`src/rtl/uart_tx_fifo.sv`:
```
// uart_tx_fifo: byte queue and send sequencer feeding a UART transmitter.
// The processor pushes bytes at any rate. The sequencer pops one byte at a time
// and hands it to the transmitter with a single-cycle tx_dv pulse. It then waits
// for tx_done before it considers the next byte.
module uart_tx_fifo #(
    parameter int DEPTH  = 16,
    parameter int ADDR_W = 4
) (
    input  logic              clk,
    input  logic              rst,
    input  logic              wr_en,
    input  logic [7:0]        wr_data,
    output logic              full,
    output logic              empty,
    output logic [ADDR_W:0]   count,
    output logic              overflow,
    output logic              busy,
    output logic              tx_dv,
    output logic [7:0]        tx_byte,
    input  logic              tx_active,
    input  logic              tx_done
);

    typedef enum logic {
        IDLE      = 1'b0,
        WAIT_DONE = 1'b1
    } state_t;

    localparam logic [ADDR_W:0]   DEPTH_CNT = DEPTH[ADDR_W:0];
    localparam logic [ADDR_W:0]   CNT_ONE   = 1;
    localparam logic [ADDR_W-1:0] PTR_ONE   = 1;

    logic [7:0]        mem [DEPTH];
    logic [ADDR_W-1:0] wr_ptr;
    logic [ADDR_W-1:0] rd_ptr;
    state_t            state;
    state_t            state_next;
    logic              pop_req;
    logic              push_ok;

    // The status flags come only from registers, so no input reaches an output combinationally.
    assign full  = (count == DEPTH_CNT);
    assign empty = (count == '0);
    assign busy  = (state != IDLE) || !empty;

    // A write is dropped when the queue is full, even if a pop happens in the same cycle.
    assign push_ok = wr_en && !full;

    // The FSM state register returns to IDLE on reset, whatever the transmitter is doing.
    always_ff @(posedge clk) begin
        if (rst) begin
            state <= IDLE;
        end else begin
            state <= state_next;
        end
    end

    // Next state and pop decision. IDLE holds off while the transmitter is active or in its done tail.
    always_comb begin
        state_next = state;
        pop_req    = 1'b0;
        case (state)
            IDLE: begin
                if (!empty && !tx_active && !tx_done) begin
                    pop_req    = 1'b1;
                    state_next = WAIT_DONE;
                end
            end
            WAIT_DONE: begin
                if (tx_done) begin
                    state_next = IDLE;
                end
            end
            default: begin
                state_next = IDLE;
            end
        endcase
    end

    // Registered handoff to the transmitter. tx_byte holds its value until the next pop.
    always_ff @(posedge clk) begin
        if (rst) begin
            tx_dv   <= 1'b0;
            tx_byte <= 8'h00;
        end else begin
            tx_dv <= pop_req;
            if (pop_req) begin
                tx_byte <= mem[rd_ptr];
            end
        end
    end

    // Storage array. Contents need no reset because the pointers and the count define what is valid.
    always_ff @(posedge clk) begin
        if (push_ok) begin
            mem[wr_ptr] <= wr_data;
        end
    end

    // Pointers, occupancy and the sticky overflow flag. When a push and a pop coincide, the count does not change.
    always_ff @(posedge clk) begin
        if (rst) begin
            wr_ptr   <= '0;
            rd_ptr   <= '0;
            count    <= '0;
            overflow <= 1'b0;
        end else begin
            if (push_ok) begin
                wr_ptr <= wr_ptr + PTR_ONE;
            end
            if (pop_req) begin
                rd_ptr <= rd_ptr + PTR_ONE;
            end
            if (push_ok && !pop_req) begin
                count <= count + CNT_ONE;
            end else if (pop_req && !push_ok) begin
                count <= count - CNT_ONE;
            end
            if (wr_en && full) begin
                overflow <= 1'b1;
            end
        end
    end

    // Internal consistency properties. Synthesis ignores them.
    a_count_range : assert property (@(posedge clk) disable iff (rst) count <= DEPTH_CNT);
    a_count_ptrs  : assert property (@(posedge clk) disable iff (rst)
                                     count[ADDR_W-1:0] == ADDR_W'(wr_ptr - rd_ptr));
    a_dv_single   : assert property (@(posedge clk) disable iff (rst) tx_dv |=> !tx_dv);
    a_ovf_sticky  : assert property (@(posedge clk) disable iff (rst) overflow |=> overflow);

endmodule

```
`config.mk`:
```
export PLATFORM = sky130hd
export DESIGN_NAME = uart_tx_fifo
export DESIGN_NICKNAME = d
export VERILOG_FILES = /design/src/rtl/uart_tx_fifo.sv
export SDC_FILE = /design/constraint.sdc
export NUM_CORES = 1
export LEC_CHECK = 0
export BUFFER_PORTS_ARGS = -buffer_cell sky130_fd_sc_hd__buf_2
export CAP_MARGIN = 0
export CORE_MARGIN = 1.5
export CORE_UTILIZATION = 50
export CTS_BUF_LIST = sky130_fd_sc_hd__clkbuf_2 sky130_fd_sc_hd__clkbuf_4 sky130_fd_sc_hd__clkbuf_8
export DETAILED_ROUTE_END_ITERATION = 16
export HOLD_SLACK_MARGIN = 0.1
export PLACE_DENSITY = 0.77
export SLEW_MARGIN = 25
export SYNTH_ARGS = -nofsm -noshare
export SYNTH_HDL_FRONTEND = slang
export SYNTH_SLANG_ARGS = --single-unit
```
`constraint.sdc`:
```
create_clock -name clk -period 2.81 [get_ports clk]
set_input_delay 0.281 -clock clk [delete_from_list [all_inputs] [get_ports clk]]
set_output_delay 0.281 -clock clk [all_outputs]
set_load 0.02 [all_outputs]
```
==> After elaboration in Yosys (flattened, before gate mapping) <==
Memories as Yosys holds them, arrays and structs flattened. A register that Yosys moved wholly into a read port is not among the register bits.
Cells that the tools add are included.
{ "totals": {"elab_cells": 36, "output_inout_bits": 18, "mem_count": 1, "mem_bits_rw": 128, "regBits": 16} }
{ "memory_table": {"columns": ["memory", "depth", "word_bits", "read_ports", "rd_clocked_by_memory_dff", "wr", "line", "source"], "rows": [
  ["mem", 16, 8, 1, 1, 1, "33", "logic [7:0] mem [DEPTH];"]
]} }
{ "classes": {"eq_ne": 1, "n_bitwise": 1, "reduce_logical": 15, "addsub": 4, "muxes": 8} }
{ "op_table": {"columns": ["operator", "n"], "rows": [
  ["two-way mux 5 bit", 2],
  ["adder 4 x 1 -> 4 bit (second input constant)", 2],
  ["logical AND 1 bit", 6],
  ["zero test 1 bit", 6],
  ["adder 5 x 1 -> 5 bit (second input constant)", 1],
  ["equality test 5 bit (second input constant)", 1],
  ["zero test 5 bit", 1],
  ["two-way mux 1 bit", 5],
  ["subtractor 5 x 1 -> 5 bit (second input constant)", 1],
  ["case mux 1 bit (2 select lines)", 1],
  ["nonzero test 2 bit", 1],
  ["logical OR 1 bit", 1],
  ["inverter 1 bit", 1]
]} }

==> Depth between registers and ports, before layout <==
Gate-level depths: netlist of run 1.
{ "depth": {"ltp_word": 9, "ltp_mapped": 11, "depth_no_buf": 10} }

==> Worst setup path after synthesis of run 1 <==
OpenSTA, ideal clock, no wires.
{ "synth_path": {"kind": "reg-to-reg", "start": "register count[0]", "end": "register count[4]", "path_buffers": 0, "t_required_ns": 2.689, "period_less_slack_ns": 2.804, "path_slack_ns": 0.006, "arrival_time_ns": 2.683, "stages_incl_launch_ff": 11, "cell_sequence": "dfxtp_1 > nor4_1 > a21boi_2 > inv_1 > ha_1 > inv_1 > fa_1 > a21o_1 > a21oi_1 > mux2i_1 > mux2_2"} }
{ "synth_via": {"elab_chain_cells": 9, "elab_cells_between_ends": 18, "classes_between": "add/sub (2); eq/ne (1); mux (4); reduce/logical (11)"} }
{ "synth_rtl": {"columns": ["item", "line", "source"], "rows": [
  ["from (decl)", "15", "output logic [ADDR_W:0] count,"],
  ["from (signal assigned)", "115", "count <= count + CNT_ONE;"],
  ["from (signal assigned)", "117", "count <= count - CNT_ONE;"],
  ["zero test 5 bit", "43", "assign empty = (count == '0);"],
  ["zero test 1 bit", "64", "if (!empty && !tx_active && !tx_done) begin"],
  ["logical AND 1 bit (2 in a row)", "64", null],
  ["two-way mux 1 bit", "64", null],
  ["two-way mux 1 bit", "62", "case (state)"],
  ["zero test 1 bit", "114", "if (push_ok && !pop_req) begin"],
  ["logical AND 1 bit", "114", null],
  ["two-way mux 5 bit or nonzero test 2 bit (tied branches)", null, null]
]} }
Parallel ways exist; a longest one is shown, timed or not. The select of a mux whose other input is x is not followed.
A chain may end at the register's enable or synchronous reset.

==> Worst setup path in the final report of run 1 <==
{ "layout_path": {"start": "register state", "end": "register count[4]"} }
{ "layout_via": {"elab_chain_cells": 4, "elab_cells_between_ends": 6, "classes_between": "mux (2); reduce/logical (4)"} }
{ "layout_rtl": {"columns": ["item", "line", "source"], "rows": [
  ["from (decl)", "36", "state_t state;"],
  ["from (signal assigned)", "54", "state <= state_next;"],
  ["two-way mux 1 bit *", "62", null],
  ["zero test 1 bit", "114", null],
  ["logical AND 1 bit", "114", null],
  ["two-way mux 5 bit or nonzero test 2 bit (tied branches)", null, null]
]} }
Mark *: on every way between the ends. The rest lies on a longest branch, timed or not.

==> results of run 1 <==
## logic make-up (layout without fill, tap and decap cells)
| logic type | after synthesis | after routing | share of synthesized area (%) |
|---|---|---|---|
| compound gates | 53 | 53 | 6.18 |
| xor+xnor | 9 | 9 | 1.29 |
| fa+ha+maj | 10 | 10 | 2.17 |
| buf+inv | 27 | 89 | 2.31 |
| flops | 152 | 152 | 70.7 |
| mux | 58 | 58 | 12.1 |
| simple gates | 69 | 69 | 5.26 |
## flip-flops by register name, summed over array words and instances, names as in the netlist
register / cells
count: 5
mem: 128
overflow: 1
rd_ptr: 4
state: 1
tx_byte: 8
tx_dv: 1
wr_ptr: 4
## final timing paths
kind,end,depth (start not counted)
setup / recovery,count[4]$_SDFFE_PP0P_,10
hold / removal,overflow$_SDFFE_PP0P_,3
setup reg to reg,count[4]$_SDFFE_PP0P_,10
hold reg to reg,overflow$_SDFFE_PP0P_,2
## repair_timing
| action | 4_1_cts | 5_1_grt |
|---|---|---|
| pin swaps | 0 | 1 |
| endpoints found under the setup margin | 1 | 1 |
| hold buffers | 0 | 0 |
| buffers inserted | 0 | 0 |
| gates resized for setup | 1 | 2 |
## per-layer routing
layer  wire length, um  track usage (%)
met4               244             6.83
met2              5870             32.8
met1              5010             26.2
met3              1170             7.01
met5                 0                0
## synthesized netlist by cell type (2+ instances only)
library cell and n:
sky130_fd_sc_hd__edfxtp_1 128, sky130_fd_sc_hd__mux2i_1 47, sky130_fd_sc_hd__nor2_1 39, sky130_fd_sc_hd__dfxtp_1 24, sky130_fd_sc_hd__o22ai_1 22, sky130_fd_sc_hd__ha_1 9, sky130_fd_sc_hd__mux4_1 9, sky130_fd_sc_hd__a211oi_1 8
sky130_fd_sc_hd__buf_2 8, sky130_fd_sc_hd__clkbuf_1 7, sky130_fd_sc_hd__nor3_1 7, sky130_fd_sc_hd__a21oi_1 6, sky130_fd_sc_hd__nand2_1 6, sky130_fd_sc_hd__xor2_1 6, sky130_fd_sc_hd__a2111oi_0 5, sky130_fd_sc_hd__inv_1 5
sky130_fd_sc_hd__buf_1 3, sky130_fd_sc_hd__nand2b_1 3, sky130_fd_sc_hd__nand3b_1 3, sky130_fd_sc_hd__o211ai_1 3, sky130_fd_sc_hd__xnor2_1 3, sky130_fd_sc_hd__a21o_1 2, sky130_fd_sc_hd__a22oi_1 2, sky130_fd_sc_hd__buf_6 2
sky130_fd_sc_hd__or3_1 2
## power by group through the flow
| stage | combinational, mW | clock [mW] | sequential, mW |
|---|---|---|---|
| final | 1.03 | 1.69 | 2.67 |
| after CTS | 1.02 | 1.72 | 2.66 |
| after detailed placement | 1.01 | 0 | 2.71 |
| after floorplan | 0.612 | 0 | 2.76 |
| after global routing | 1.13 | 1.81 | 2.68 |
| after global placement | 0.974 | 0 | 2.70 |
## per-stage QoR
| step | hold slack [ps] | total power, mW | setup WS, ps | instances |
|---|---|---|---|---|
| floorplan | 380 | 3.38 | 6.33 | 378 |
| global placement | 445 | 3.67 | 138 | 555 |
| detailed placement | 449 | 3.72 | -74.2 | 555 |
| CTS | 107 | 5.40 | 56.3 | 587 |
| global route | 120 | 5.61 | 1.32 | 587 |
| finish | 136 | 5.38 | 104 | 587 |
## worst max-delay path: stages, from the launching register on
cell and delay [ps]:
sky130_fd_sc_hd__dfxtp_1 320, sky130_fd_sc_hd__nor3_1 330, sky130_fd_sc_hd__a21boi_2 250, sky130_fd_sc_hd__inv_1 70, sky130_fd_sc_hd__ha_1 210, sky130_fd_sc_hd__inv_1 160
sky130_fd_sc_hd__ha_1 310, sky130_fd_sc_hd__a21o_1 180, sky130_fd_sc_hd__a21oi_1 180, sky130_fd_sc_hd__mux2i_1 240, sky130_fd_sc_hd__mux2_2 360
## cell type report
type                            count  area [sq um]
Clock inverter                     15           175
Multi-Input combinational cell    199          1670
Inverter                            5          18.8
Tap cell                          147           184
Clock buffer                       17           234
Fill cell                         879          5030
Sequential cell                   152          4330
Timing Repair Buffer               52           328
==> results.yml, run 1 <==
global_routing:
  antenna_violations_before_repair: 0
  grt_start_max_net_pins: 28
  overflow: 0
  first_global_vias: 3402
  groute.usage.overall_pct: 20.4
  wire_length_of_the_first_global_routing_pass_mm: 18.9
place:
  buffer_ports.inserted: 30
  dp_hpwl_mm: 8.10
  routability_congestion: 0.818
  dpl_cell_area_sq_um: 6510
power:
  share_clk_of_total_power_pct: 31.4
  power.switching_fraction_pct: 28.1
  power.density_nw_per_um2: 777
  logic_pwr_share_pct: 19.1
  p_leak_nw: 2.31
  power.share.sequential_pct: 49.5
  p_sw_mw: 1.51
  power.ir.vdd_worst_mv: 0.529
  internal_power_mw: 3.87
timing:
  max_freq_mhz: 370
  layout_min_cycle_time_ps: 2710
  worst_margin_pin_slew_ps: 851
  final_total_negative_setup_slack_ps: 0
  tcrit_tclk_final_pct: 96.3
  worst_clock_skew_ps: 8.88
  max-slew-margin-rel_pct: 43.0
  finalHoldViolCount: 0
  maxSlewViolCount: 0
  unrepaired_setup_endpoints_after_global_routing: "no"
  final-setup-viol-count: 0
floorplan:
  boundaryPins: 31
  placementRows: 40
  floorplan.initialDensity_pct: 51.1
  die-width_um: 114
  design.core.area_sq_um: 12000
  fp.dieArea_sq_um: 12900
  overall_die_height_um: 114
critical_path:
  critPathMaxFanout: 5
  endpoint_kind: "flip-flop"
  critPathLaunchType: "flip-flop"
  worst-endpoint-required_ps: 3140
  worstReg2RegStart: "state$_SDFF_PP0_"
  worst_ep_arrival_time_ps: 3040
  reg_to_reg_setup_timing_slack_ps: 100
  worst_setup_path_startpoint: "state$_SDFF_PP0_"
  path_class: "flip-flop to flip-flop"
synthesis:
  synth_nets: 401
  synth.ff_latch_count: 152
  synth_enable_flop_cells: 128
  syn-mean-instance-area_sq_um: 16.2
  synthesis.yosys.warnings: 0
  sequential_area_share_after_synthesis_pct: 70.7
  synthesis.instances: 378
  primary_ff_master_synth: "sky130_fd_sc_hd__edfxtp_1"
  synthDominantCellAreaShare_pct: 62.8
  synthArstFlopShare_pct: 0
  yosysTopAreaCell: "sky130_fd_sc_hd__edfxtp_1"
  yosys.cell_types.count: 44
  synth.cell_area_sq_um: 6120
  netlist_top_cells_area: "sky130_fd_sc_hd__edfxtp_1 (63%), sky130_fd_sc_hd__dfxtp_1 (7.9%), sky130_fd_sc_hd__mux2i_1 (7.7%)"
final_layout:
  antennaDiodeCount: 0
  num-nets-final: 450
  final_core_utilization_pct: 58.0
  final_design_area_no_fill_sq_um: 6930
  most-common-layout-cells: "sky130_fd_sc_hd__edfxtp_1 (128), sky130_fd_sc_hd__mux2i_1 (47), sky130_fd_sc_hd__nor2_1 (39)"
  drive_gt1_share_pct: 21.1
  layout_commonest_cell: "sky130_fd_sc_hd__edfxtp_1"
  area.growth.synth_to_final_pct: 13.4
clocking:
  worst_setup_hold_path_clk_slew_ps: 80
  cts_tree: "built"
  cts-htree-levels: 4
  clk_path_buf_depth: 2
  clock_insertion_delay_worst_skew_ps: 440
  tritoncts.num_buffers: 17
  tritoncts_num_sinks: 152
  clock-root-buffer: "sky130_fd_sc_hd__clkbuf_8"
min_path:
  hold_path_startpoint: "wr_en"
  worstHoldPathType: "input pin to flip-flop"
route:
  antenna_violating_nets_post_route: 0
  dr.first_iter.drc_count: 257
  post_drt_wl_per_cell_um: 20.9
  drt_pass1_iterations: 5
  wirelength_mm: 12.3
  post_drt_via_cell_ratio: 5.84
  num_vias: 3426
  number_of_remaining_drc_errors: 0
job:
  maxCapViolCount: 0
status:
  outcome: "complete, no violations"
No activity file was read; power rests on OpenSTA's default activity.
==> run 2: changes to the inputs <==
Settings changed: CORE_UTILIZATION 50 to 65, PLACE_DENSITY 0.77 to 0.91.
Clock period 2.81 ns to 3.2 ns, I/O delays scaled along.
==> run 2 against run 1 <==
Compared with the run above:
- worst setup slack gained 100 ps
- sequential share of layout area is 1.9 points higher
- total power shrank 16%
- critical path depth stayed put
- critical path type unchanged
==> results.yml, run 2 (synthesis gave the netlist of run 1 again) <==
clocking:
  tritoncts.num_buffers: 17
  clock_insertion_delay_worst_skew_ps: 440
  worst_setup_hold_path_clk_slew_ps: 80
  cts-htree-levels: 4
  clk_path_buf_depth: 2
  cts_setup_buffers: 0
  post_cts_resize_count: 0
  clock-root-buffer: "sky130_fd_sc_hd__clkbuf_8"
  cts_tree: "built"
  tritoncts_num_sinks: 152
  cts_hold_repair.buffers: 0
timing:
  finalHoldViolCount: 0
  layout_min_cycle_time_ps: 3000
  worst_margin_pin_slew_ps: 961
  final_total_negative_setup_slack_ps: 0
  max_freq_mhz: 334
  max-slew-margin-rel_pct: 35.7
  unrepaired_setup_endpoints_after_global_routing: "no"
  postLayoutSetupSlackWorst_ps: 205
  worst_clock_skew_ps: 9.22
  tcrit_tclk_final_pct: 93.6
  maxSlewViolCount: 0
  final-setup-viol-count: 0
min_path:
  worstHoldPathType: "input pin to flip-flop"
final_layout:
  area.growth.synth_to_final_pct: 10.0
  antennaDiodeCount: 0
  num-nets-final: 438
  most-common-layout-cells: "sky130_fd_sc_hd__edfxtp_1 (128), sky130_fd_sc_hd__mux2i_1 (47), sky130_fd_sc_hd__nor2_1 (39)"
  largest_register: "mem"
  layout_commonest_cell: "sky130_fd_sc_hd__edfxtp_1"
  registers_with_the_most_flip_flops: "mem: 128 flops, tx_byte: 8 flops, count: 5 flops"
  flip_flop_count_of_the_largest_register_all_copies_and_words_added: 128
  n_fill_cell: 526
  drive_gt1_share_pct: 18.3
route:
  antenna_violating_nets_post_route: 0
  post_drt_wl_per_cell_um: 23.5
  drt_pass1_iterations: 7
  number_of_remaining_drc_errors: 0
  wirelength_mm: 12.6
  post_drt_via_cell_ratio: 6.56
  dr.first_iter.drc_count: 306
  num_vias: 3529
power:
  power.ir.vdd_worst_mv: 0.343
  power.density_nw_per_um2: 671
  p_leak_nw: 2.22
floorplan:
  die-width_um: 100
  placementRows: 35
  boundaryPins: 31
  overall_die_height_um: 100
  fp.dieArea_sq_um: 10000
  floorplan.initialDensity_pct: 66.5
  design.core.area_sq_um: 9200
global_routing:
  antenna_violations_before_repair: 0
  overflow: 0
  groute.usage.overall_pct: 27.3
  wire_length_of_the_first_global_routing_pass_mm: 19.4
  first_global_vias: 3494
  grt_start_max_net_pins: 35
critical_path:
  worst-endpoint-required_ps: 3530
  worst_ep_arrival_time_ps: 3330
  critPathMaxFanout: 6
  critPathLaunchType: "flip-flop"
  endpoint_kind: "flip-flop"
  path_class: "flip-flop to flip-flop"
place:
  routability_congestion: 0.885
  dp_hpwl_mm: 8.33
  buffer_ports.inserted: 30
  dp_slack_ps: 212
status:
  outcome: "complete, no violations"
job:
  maxCapViolCount: 0
[run 2: cell count changes in the layout (fill, tap and decap cells not counted), sizes merged]
| cell | delta |
|---|---|
| buf | -12 |
| bufinv | -2 |
| clkinv | -1 |
| clkinvlp | +1 |
| inv | +1 |
[run 2: worst max-delay path, cell delays in order, from the launching register on]
cell	delay, ps
sky130_fd_sc_hd__dfxtp_1	380
sky130_fd_sc_hd__nor4_1	490
sky130_fd_sc_hd__a21boi_2	120
sky130_fd_sc_hd__inv_1	190
sky130_fd_sc_hd__ha_1	210
sky130_fd_sc_hd__inv_1	110
sky130_fd_sc_hd__fa_1	420
sky130_fd_sc_hd__a21o_1	190
sky130_fd_sc_hd__a21oi_1	180
sky130_fd_sc_hd__mux2i_1	210
sky130_fd_sc_hd__mux2_2	360
[run 2: final cells by class]
type / instances / area [sq um] / area share (%)
clock buffers: 17 / 234 / 3.48
clock inverters: 14 / 123 / 1.82
inverters: 5 / 18.8 / 0.279
multi-input cells: 199 / 1650 / 24.5
flip-flops and latches: 152 / 4330 / 64.3
well taps: 111 / 139 / 2.06
repair buffers: 40 / 238 / 3.53
[run 2: report_power, final]
group	internal, mW	total [mW]	switching, mW
logic	0.322	0.836	0.514
registers	2.26	2.35	0.0893
clock network	0.612	1.33	0.715
[run 2: stage by stage]
step | hold WS [ps] | power (mW) | cells | util (%) | area, sq um
final | 158 | 4.51 | 538 | 73.2 | 6730
after global routing | 185 | 4.69 | 538 | 73.2 | 6730
after CTS | 142 | 4.51 | 538 | 73.2 | 6730
after detailed placement | 448 | 3.22 | 507 | 69.3 | 6370
after global placement | 446 | 3.17 | 507 | 69.3 | 6370
after floorplan | 419 | 2.96 | 378 | - | 6120
[run 2: layer usage]
metal	track usage (%)	vias up	routed length, um
li1	-	1557	-
met1	36.2	1728	5040
met2	43.8	209	6210
met3	6.75	35	1050
met4	11.7	0	322
met5	0	-	0
[run 2: final timing paths]
kind                               from                     to  slack, ps  cells past startpoint
setup / recovery  count[0]$_SDFFE_PP0P_  count[4]$_SDFFE_PP0P_        200                     10
hold / removal                    wr_en  overflow$_SDFFE_PP0P_        160                      3
setup reg to reg  count[0]$_SDFFE_PP0P_  count[4]$_SDFFE_PP0P_        200                     10
hold reg to reg   overflow$_SDFFE_PP0P_  overflow$_SDFFE_PP0P_        470                      2
==> run 3: changes to the inputs <==
Settings changed: CELL_PAD_IN_SITES_DETAIL_PLACEMENT from default to 0, CELL_PAD_IN_SITES_GLOBAL_PLACEMENT from default to 1, CORE_UTILIZATION 65 to 45, GPL_TIMING_DRIVEN from default to 0, PLACE_DENSITY 0.91 to 0.77.
==> run 3 against run 2 <==
Compared with the run above:
- die area increased by 43%
- fmax decreased by 0.19%
- register-to-register slack about the same
- combinational power increased by 3.2%
- non-clock buffer count increased by 11
- design area increased by 1.9%
- clock power decreased by 7%
- total power decreased by 1.6%
- critical path depth unchanged
- sequential share of layout area decreased by 1.2 points
- largest cell class unchanged
- largest power group unchanged
- highest routed layer unchanged
==> results.yml, run 3 (synthesis gave the netlist of run 1 again) <==
global_routing:
  wire_length_of_the_first_global_routing_pass_mm: 19.3
  groute.usage.overall_pct: 18.9
  antenna_violations_before_repair: 0
  overflow: 0
  grt_start_max_net_pins: 17
  first_global_vias: 3339
critical_path:
  worst-endpoint-required_ps: 3540
  critPathMaxFanout: 8
  worst_ep_arrival_time_ps: 3340
  endpoint_kind: "flip-flop"
  critPathLaunchType: "flip-flop"
  path_class: "flip-flop to flip-flop"
power:
  fin_total_pwr_mw: 4.44
  power.density_nw_per_um2: 647
  internal_power_mw: 3.15
  p_leak_nw: 2.26
  logic_pwr_share_pct: 19.4
  p_sw_mw: 1.29
  power.ir.vdd_worst_mv: 0.266
  share_clk_of_total_power_pct: 27.9
  power.switching_fraction_pct: 29.0
  power.share.sequential_pct: 52.7
final_layout:
  num-nets-final: 449
  antennaDiodeCount: 0
  drive_gt1_share_pct: 19.1
  largest_register: "mem"
  final_core_utilization_pct: 51.8
  layout_commonest_cell: "sky130_fd_sc_hd__edfxtp_1"
  area.growth.synth_to_final_pct: 12.1
  most-common-layout-cells: "sky130_fd_sc_hd__edfxtp_1 (128), sky130_fd_sc_hd__mux2i_1 (47), sky130_fd_sc_hd__nor2_1 (39)"
  flip_flop_count_of_the_largest_register_all_copies_and_words_added: 128
  final_cell_count_no_fill: 615
  final_design_area_no_fill_sq_um: 6860
  registers_with_the_most_flip_flops: "mem: 128 flops, tx_byte: 8 flops, count: 5 flops"
job:
  maxCapViolCount: 0
floorplan:
  design.core.area_sq_um: 13200
  floorplan.initialDensity_pct: 46.2
  boundaryPins: 31
  placementRows: 42
  fp.dieArea_sq_um: 14300
  die-width_um: 120
  overall_die_height_um: 120
clocking:
  cts_setup_buffers: 0
  worst_setup_hold_path_clk_slew_ps: 80
  tritoncts_num_sinks: 152
  cts-htree-levels: 4
  post_cts_resize_count: 0
  clock-root-buffer: "sky130_fd_sc_hd__clkbuf_8"
  clock_insertion_delay_worst_skew_ps: 450
  cts_hold_repair.buffers: 0
  cts_tree: "built"
  tritoncts.num_buffers: 17
  clk_path_buf_depth: 2
timing:
  worst_margin_pin_slew_ps: 990
  unrepaired_setup_endpoints_after_global_routing: "no"
  maxSlewViolCount: 0
  max_freq_mhz: 333
  finalHoldViolCount: 0
  final-setup-viol-count: 0
  final_total_negative_setup_slack_ps: 0
  tcrit_tclk_final_pct: 93.8
  layout_min_cycle_time_ps: 3000
  worst_clock_skew_ps: 13.0
  max-slew-margin-rel_pct: 32.3
route:
  post_drt_wl_per_cell_um: 20.7
  dr.first_iter.drc_count: 264
  number_of_remaining_drc_errors: 0
  num_vias: 3350
  antenna_violating_nets_post_route: 0
  post_drt_via_cell_ratio: 5.45
  wirelength_mm: 12.7
  drt_pass1_iterations: 4
place:
  dp_hpwl_mm: 8.41
  placedCellCount: 584
  buffer_ports.inserted: 29
  dpl_cell_area_sq_um: 6510
  routability_congestion: 0.772
status:
  outcome: "complete, no violations"
min_path:
  worstHoldPathType: "input pin to flip-flop"
==> run 3: final timing paths <==
| kind | from | to | slack [ps] | cells past startpoint |
|---|---|---|---|---|
| worst max-delay path | count[0]$_SDFFE_PP0P_ | count[4]$_SDFFE_PP0P_ | 200 | 10 |
| worst min-delay path | tx_done | state$_SDFF_PP0_ | 160 | 3 |
| worst max register to register | count[0]$_SDFFE_PP0P_ | count[4]$_SDFFE_PP0P_ | 200 | 10 |
| worst min register to register | overflow$_SDFFE_PP0P_ | overflow$_SDFFE_PP0P_ | 470 | 2 |
==> run 3: metrics by stage <==
stage               setup slack [ps]  hold slack (ps)
floorplan                        396              419
global placement                93.9              443
CTS                             48.6              142
detailed placement              76.5              465
global route                    3.54              163
finish                           199              157
==> run 3: cell type report <==
class,count,area [sq um]
timing repair buffer,30,153
fill,1099,6390
tap,176,220
multi-input combinational,199,1690
clock buffer,20,256
clock inverter,12,78.8
buffer,21,119
sequential,152,4320
inverter,5,18.8
==> run 3: metal layers <==
metal / global-route usage [%] / up-vias / wire, um
met3: 5.13 / 21 / 741
li1: - / 1570 / -
met1: 25.1 / 1671 / 5540
met5: 0 / - / 0
met4: 7.44 / 0 / 215
met2: 29.9 / 88 / 6240
==> run 3: power groups by stage <==
| stage | logic (mW) | registers [mW] | clock network, mW |
|---|---|---|---|
| after floorplan | 0.538 | 2.43 | 0 |
| after detailed placement | 0.861 | 2.37 | 0 |
| after global placement | 0.842 | 2.37 | 0 |
| after CTS | 0.866 | 2.33 | 1.26 |
| final | 0.863 | 2.34 | 1.24 |
| after global routing | 0.949 | 2.36 | 1.35 |
==> run 3: critical path, stage by stage (launching register included) <==
cell and delay (ps):
sky130_fd_sc_hd__dfxtp_1 390, sky130_fd_sc_hd__nor4_2 450, sky130_fd_sc_hd__a21boi_4 160, sky130_fd_sc_hd__inv_1 220
sky130_fd_sc_hd__ha_1 200, sky130_fd_sc_hd__inv_1 110, sky130_fd_sc_hd__fa_1 420, sky130_fd_sc_hd__a21o_1 200
sky130_fd_sc_hd__a21oi_1 180, sky130_fd_sc_hd__mux2i_1 220, sky130_fd_sc_hd__mux2_2 350
